[config.mk]
export PLATFORM = sky130hd
export DESIGN_NAME = alu_seq16
export DESIGN_NICKNAME = d
export VERILOG_FILES = /design/src/rtl/alu_seq_pkg.sv /design/src/rtl/alu8_slice.sv /design/src/rtl/alu_seq16.sv
export SDC_FILE = /design/constraint.sdc
export NUM_CORES = 1
export LEC_CHECK = 0
export BUFFER_PORTS_ARGS = -buffer_cell sky130_fd_sc_hd__buf_2
export CAP_MARGIN = 20
export CORE_AREA = 2 2 103 105
export CTS_CLUSTER_DIAMETER = 120
export DETAILED_ROUTE_END_ITERATION = 16
export DIE_AREA = 0 0 105 107
export HOLD_SLACK_MARGIN = 0.05
export PLACE_DENSITY = 0.5
export RECOVER_POWER = 25
export SYNTH_ARGS = -nofsm -noshare
export SYNTH_HDL_FRONTEND = slang
export SYNTH_SLANG_ARGS = --single-unit
export TNS_END_PERCENT = 10
[constraint.sdc]
create_clock -name clk -period 4.85 [get_ports clk]
set_input_delay 0.485 -clock clk [delete_from_list [all_inputs] [get_ports clk]]
set_output_delay 0.485 -clock clk [all_outputs]
set_load 0.05 [all_outputs]
[src/rtl/alu_seq_pkg.sv]
// -----------------------------------------------------------------------------
// alu_seq_pkg
// Shared definitions for the byte-serial 16-bit ALU sequencer.
//   - FUNC_* : operation codes carried on in_func
//   - stateT : sequencer FSM states (IDLE -> LO -> HI -> DONE)
//   - isLegalFunc : tells whether a func code is implemented in this build
// Configuration macro: ALU_SEQ_SUB_EN
//   When defined, FUNC_SUB is a legal operation.
//   When undefined, FUNC_SUB is treated like any other unused code.
// -----------------------------------------------------------------------------
package alu_seq_pkg;

    localparam logic [2:0] FUNC_ADD = 3'b000;
    localparam logic [2:0] FUNC_AND = 3'b001;
    localparam logic [2:0] FUNC_OR  = 3'b010;
    localparam logic [2:0] FUNC_SUB = 3'b011;

    typedef enum logic [1:0] {
        IDLE = 2'b00,
        LO   = 2'b01,
        HI   = 2'b10,
        DONE = 2'b11
    } stateT;

    function automatic logic isLegalFunc(input logic [2:0] func);
        logic legal;
        legal = 1'b0;
        case (func)
            FUNC_ADD, FUNC_AND, FUNC_OR: legal = 1'b1;
`ifdef ALU_SEQ_SUB_EN
            FUNC_SUB: legal = 1'b1;
`else
            FUNC_SUB: legal = 1'b0;
`endif
            default: legal = 1'b0;
        endcase
        return legal;
    endfunction

endpackage

[src/rtl/alu8_slice.sv]
// -----------------------------------------------------------------------------
// alu8_slice
// Purely combinational 8-bit ALU slice shared by both byte passes.
// Ports:
//   a, b      : 8-bit operand bytes
//   carryIn   : carry into bit 0 (used by ADD only)
//   func      : FUNC_ADD / FUNC_AND / FUNC_OR; any other code yields 0
//   result    : 8-bit result byte
//   carryOut  : carry out of bit 7 (0 for the logical operations)
// Subtraction is built by the caller (inverted b, carry-in of 1).
// -----------------------------------------------------------------------------
module alu8_slice
    import alu_seq_pkg::*;
(
    input  logic [7:0] a,
    input  logic [7:0] b,
    input  logic       carryIn,
    input  logic [2:0] func,
    output logic [7:0] result,
    output logic       carryOut
);

    logic [8:0] sum;

    assign sum = {1'b0, a} + {1'b0, b} + {8'd0, carryIn};

    always_comb begin
        result   = 8'd0;
        carryOut = 1'b0;
        case (func)
            FUNC_ADD: begin
                result   = sum[7:0];
                carryOut = sum[8];
            end
            FUNC_AND: result = a & b;
            FUNC_OR:  result = a | b;
            default: begin
                result   = 8'd0;
                carryOut = 1'b0;
            end
        endcase
    end

endmodule

[src/rtl/alu_seq16.sv]
// -----------------------------------------------------------------------------
// alu_seq16
// 16-bit ALU evaluated as two 8-bit passes through one shared alu8_slice.
// A request is taken in IDLE, the low byte is computed in LO, the high byte
// in HI, and the result is presented in DONE until the consumer accepts it.
// Ports:
//   clk, rst_n            : clock, asynchronous active-low reset
//   in_valid / in_ready   : request handshake (ready only in IDLE)
//   in_a, in_b            : 16-bit operands
//   in_carry              : carry-in for ADD
//   in_func               : FUNC_* operation code
//   out_valid / out_ready : result handshake (valid only in DONE)
//   out_result            : 16-bit result
//   out_carry, out_zero, out_neg, out_err : flags
// Configuration macro: ALU_SEQ_SUB_EN enables func 011 (SUB = a + ~b + 1).
// -----------------------------------------------------------------------------
module alu_seq16
    import alu_seq_pkg::*;
(
    input  logic        clk,
    input  logic        rst_n,
    input  logic        in_valid,
    output logic        in_ready,
    input  logic [15:0] in_a,
    input  logic [15:0] in_b,
    input  logic        in_carry,
    input  logic [2:0]  in_func,
    output logic        out_valid,
    input  logic        out_ready,
    output logic [15:0] out_result,
    output logic        out_carry,
    output logic        out_zero,
    output logic        out_neg,
    output logic        out_err
);

    stateT       state;
    stateT       nextState;

    logic [15:0] opA;
    logic [15:0] opB;
    logic        opCarry;
    logic [2:0]  opFunc;
    logic [7:0]  resLo;
    logic        carryLo;

    logic [7:0]  sliceA;
    logic [7:0]  sliceB;
    logic        sliceCin;
    logic [2:0]  sliceFunc;
    logic [7:0]  sliceRes;
    logic        sliceCout;
    logic        isSub;
    logic        legal;
    logic [15:0] fullRes;

    assign legal   = isLegalFunc(opFunc);
    assign fullRes = {sliceRes, resLo};

`ifdef ALU_SEQ_SUB_EN
    assign isSub = (opFunc == FUNC_SUB);
`else
    assign isSub = 1'b0;
`endif

    // Handshake outputs come straight from the state so reset takes effect
    // without waiting for a clock edge.
    assign in_ready  = (state == IDLE);
    assign out_valid = (state == DONE);

    // Byte select and operand conditioning for the shared slice. SUB runs
    // through the adder with b inverted; its carry-in of 1 applies only to
    // the low byte, the high byte always chains the stored low carry.
    always_comb begin
        sliceA    = (state == HI) ? opA[15:8] : opA[7:0];
        sliceB    = (state == HI) ? opB[15:8] : opB[7:0];
        sliceFunc = opFunc;
        sliceCin  = 1'b0;
        if (isSub) begin
            sliceB    = ~sliceB;
            sliceFunc = FUNC_ADD;
        end
        if (state == HI) begin
            sliceCin = carryLo;
        end else if (isSub) begin
            sliceCin = 1'b1;
        end else if (opFunc == FUNC_ADD) begin
            sliceCin = opCarry;
        end
    end

    alu8_slice uSlice (
        .a        (sliceA),
        .b        (sliceB),
        .carryIn  (sliceCin),
        .func     (sliceFunc),
        .result   (sliceRes),
        .carryOut (sliceCout)
    );

    always_comb begin
        nextState = state;
        case (state)
            IDLE: if (in_valid) nextState = LO;
            LO:   nextState = HI;
            HI:   nextState = DONE;
            DONE: if (out_ready) nextState = IDLE;
            default: nextState = IDLE;
        endcase
    end

    always_ff @(posedge clk or negedge rst_n) begin
        if (!rst_n) begin
            state      <= IDLE;
            opA        <= 16'd0;
            opB        <= 16'd0;
            opCarry    <= 1'b0;
            opFunc     <= FUNC_ADD;
            resLo      <= 8'd0;
            carryLo    <= 1'b0;
            out_result <= 16'd0;
            out_carry  <= 1'b0;
            out_zero   <= 1'b0;
            out_neg    <= 1'b0;
            out_err    <= 1'b0;
        end else begin
            state <= nextState;
            case (state)
                // Request capture
                IDLE: begin
                    if (in_valid) begin
                        opA     <= in_a;
                        opB     <= in_b;
                        opCarry <= in_carry;
                        opFunc  <= in_func;
                    end
                end
                // Low byte pass
                LO: begin
                    resLo   <= sliceRes;
                    carryLo <= sliceCout;
                end
                // High byte pass; result and flags are registered here and
                // then held untouched until the next operation reaches HI.
                HI: begin
                    if (legal) begin
                        out_result <= fullRes;
                        out_carry  <= sliceCout;
                        out_zero   <= (fullRes == 16'd0);
                        out_neg    <= sliceRes[7];
                        out_err    <= 1'b0;
                    end else begin
                        out_result <= 16'd0;
                        out_carry  <= 1'b0;
                        out_zero   <= 1'b1;
                        out_neg    <= 1'b0;
                        out_err    <= 1'b1;
                    end
                end
                default: ;
            endcase
        end
    end

endmodule
==> metrics.md <==
| Metric | Value |
|---|---|
| Period minus WS final | 3.65 ns |
| Final Hold Fails | 0 |
| Floorplan row count | 37 |
| Synth unique cells | 45 |
| TNS Setup | 0 ns |
| RR Endpoint | out_zero |
| Synth warnings | 0 |
| Setup crit start kind | flop |
| Setup WS pre-CTS | 1.18 ns |
| Max-slew violations | 67 |
| Finished Layout Cells | 498 |
| Origin of the critical flop-to-flop path | state[0] |
| Max_cap viols | 1 |
| Ys flop type | dfrtp_1 |
| Register area | 1650 um2 |
| Clock root cell | clkbuf_8 |
| Routed vias | 2,397 |
| Flops & latches, synth | 66 |
| Synth Area in Compound Gates | 11.0% |
| Mux cell area share after synthesis | approximately a fifth |
| Routed WL | 7140 um |
| Number of flops mapped to enable cells by yosys | 0 |
| Clock Path Buffers | 2 |
| Largest net degree at the start of global routing | between 60 and 70 |
| Placed cells | 482 |
| Residual DRC | 0 |
| Core area | 10,100 um2 |
| Crit path DAT | 3.90 ns |
| Seq/Total Area, Yosys | 48.1% |
| Worst hold endpoint | opA[15] |
| Num ports | 62 |
| Crit-path slowest cell | dfrtp_1 |
| Total CTS buffers | 9 |
| Die area | 11,200 um2 |
| Mapped cell area | 3430 um2 |
| Largest family of logic cells by synthesized area | multiplexers |
| Clock latency at the later pin of the worst-skew pair | between 0.3 and 0.4 ns |
| ANT nets after route | 0 |
| Die Wd | 105 um |
| CP peak stage delay | 0.41 ns |
| Cts repair resizes | 0 |
| Fraction of the mapped netlist area in adder cells | 8.45% |
| Share of cells above drive strength 1 | 37.3% |
| DR WL/cell | 14.3 um |
| CTS Hold Bufs | 0 |
| F_max | 0.274 GHz |
| Initial antenna violation count | 0 |
| Post-synth ARST share | 100% |
| Setup CP Type | reg -> reg |
| Nets | 419 |
| Die Y | 107 um |
| Final Cell Area | between 4000 and 5000 um2 |
| Area after DPL | about 3900 um2 |
| Total global routing overflow | 0 |
| Post-Syn Nets | 357 |
| Multi-input combinational cell area | roughly 1600 um2 |
| CP required | 5.10 ns |
| Syn_area_per_cell | between 10 and 15 um2 |
| XOR/XNOR share of the synthesized area | 0.510% |
| HP Class | in -> reg |
| Delay-heaviest family, CP | adder cells |
| Synth Area in Simple Gates | 8.13% |
| Status | finished with violations |
| Iter 0 DRT Violations | 94 |
| DP HPWL | 5150 um |
| RD Place Congestion | between 0.8 and 0.9 |
| H-tree Lvls | 3 |
| Worst reg2reg setup slack | 1.20 ns |
| Fraction of the cycle the final worst path needs | between 70% and 80% |
| CP Cell Sequence | inv_1 > ha_1 > buf_4 > inv_1 > and3_1 > a21oi_1 > fa_1 > fa_1 > nand2b_1 > a211oi_1 > o21ai_0 > a31oi_1 > nand4_1 > o32ai_1 |
| Starting density of the core | roughly a third |
| Final-layout fill cell count | about 1,100 |
| Commonest non-fill, non-tap cell in the layout | dfrtp_1 |
| Vias in the first global route | between 2,000 and 2,500 |
| Hold path startpoint | in_a[15] |
| Most frequent cells in the layout | 66 x dfrtp_1, 61 x buf_2, 50 x mux2_2, 25 x inv_1 |
| Reg2Reg Depth | 14 |
| Setup Skew | 0.0137 ns |
| Crit path max fanout | 15 |
| Drt pass-1 iters | 4 |
| CTS tree | done |
| First-pass GRT wire length | 12,100 um |
| Worst-margin pin slew | 3.52 ns |
| Failing checks | capacitance limit, slew limit |
| Bufs and invs on worst path | 3 |
| RSZ-0062 raised after global routing | no |
| Setup Fix Bufs, Post-CTS | 0 |
| Slew HR | -135% |
| Worst path depth | 14 |
| Crit end category | flop |
| Final setup vio count | 0 |
| Clk sinks | 66 |
| Area grow syn2layout | 18.1% |
| Clock transition at path regs | about 0.080 ns |
| PortBufs | 61 |
| Fin worst setup slack | 1.20 ns |
| Synthesized instance count | 295 |
| Hold depth | 2 |
| GRT Total Usage | 13.7% |
| Diodes inserted | 0 |
| Via density | 4.81 |
## logic make-up (layout without fill, tap and decap cells)
kind of cell | Yosys count | after routing
compound gates | 52 | 52
mux | 60 | 60
buf+inv | 39 | 106
flops | 66 | 66
xor+xnor | 2 | 2
fa+ha+maj | 22 | 22
simple gates | 54 | 54
## metrics by stage
step	hold slack, ns	util, %
5_1_grt	0.348	40.2
4_1_cts	0.349	40.2
2_1_floorplan	0.189	-
3_5_place_dp	0.476	38.4
6_report	0.361	40.2
3_3_place_gp	0.473	38.4
## state kept, by name, indices dropped and copies added, names as in the netlist
signal / cells
opB: 16
state: 2
out_carry: 1
out_result: 16
opA: 16
opCarry: 1
resLo: 8
out_zero: 1
carryLo: 1
opFunc: 3
out_err: 1
## worst max path at each step
stage                  start       end  slack, ns
finish              state[0]  out_zero       1.20
global route           rst_n   opA[10]       0.68
CTS                 state[0]  out_zero       1.16
detailed placement  state[0]  out_zero       1.18
global placement    state[0]  out_zero       1.27
floorplan           state[0]  out_zero       1.47
## Yosys cell counts (2+ instances only)
master / count / area (um2)
dfrtp_1: 66 / 1650
mux2_2: 50 / 563
inv_1: 25 / 93.8
ha_1: 20 / 250
nor2_1: 20 / 75.1
a21oi_1: 14 / 70.1
mux2i_1: 10 / 100
a22o_1: 8 / 70.1
clkbuf_1: 8 / 30.0
nand2_1: 7 / 26.3
nand2b_1: 6 / 37.5
o2bb2ai_1: 6 / 52.6
o21ai_0: 5 / 25.0
nor3_1: 4 / 20.0
buf_2: 3 / 15.0
o32a_1: 3 / 30.0
or4_1: 3 / 22.5
a31oi_1: 2 / 12.5
a32oi_1: 2 / 17.5
and3_1: 2 / 12.5
buf_1: 2 / 7.51
fa_1: 2 / 40.0
nor2b_1: 2 / 12.5
o21a_1: 2 / 15.0
o32ai_1: 2 / 17.5
xor2_1: 2 / 17.5
## worst reg2reg max path, cell delays in order, from the launching register on
cell and delay, ns:
dfrtp_1 0.41, inv_1 0.09, ha_1 0.22, buf_4 0.20
inv_1 0.36, and3_1 0.23, a21oi_1 0.05, fa_1 0.40
fa_1 0.41, nand2b_1 0.17, a211oi_1 0.24, o21ai_0 0.16
a31oi_1 0.30, nand4_1 0.12, o32ai_1 0.22
## routing by layer
metal | vias up | share of wire [%] | wire length [um] | GRT usage, %
met2 | 56 | 45 | 3240 | 20.8
li1 | 1177 | - | - | -
met4 | 0 | 1.1 | 79 | 5.43
met1 | 1158 | 49 | 3530 | 18.6
met5 | - | 0 | 0 | 0
met3 | 6 | 4.1 | 290 | 3.47
## area by class of cell
type                       instances  area share [%]
timing repair buffer              65            8.18
sequential                        66            40.7
tap                              136            4.20
clock buffer                      10            3.40
clock inverter                     6            1.02
multi-input combinational        190            40.2
inverter                          25            2.31
Power is left out: the tool's default activity adds up to more than one toggle a clock period on the data nets, which glitch-free logic cannot reach.
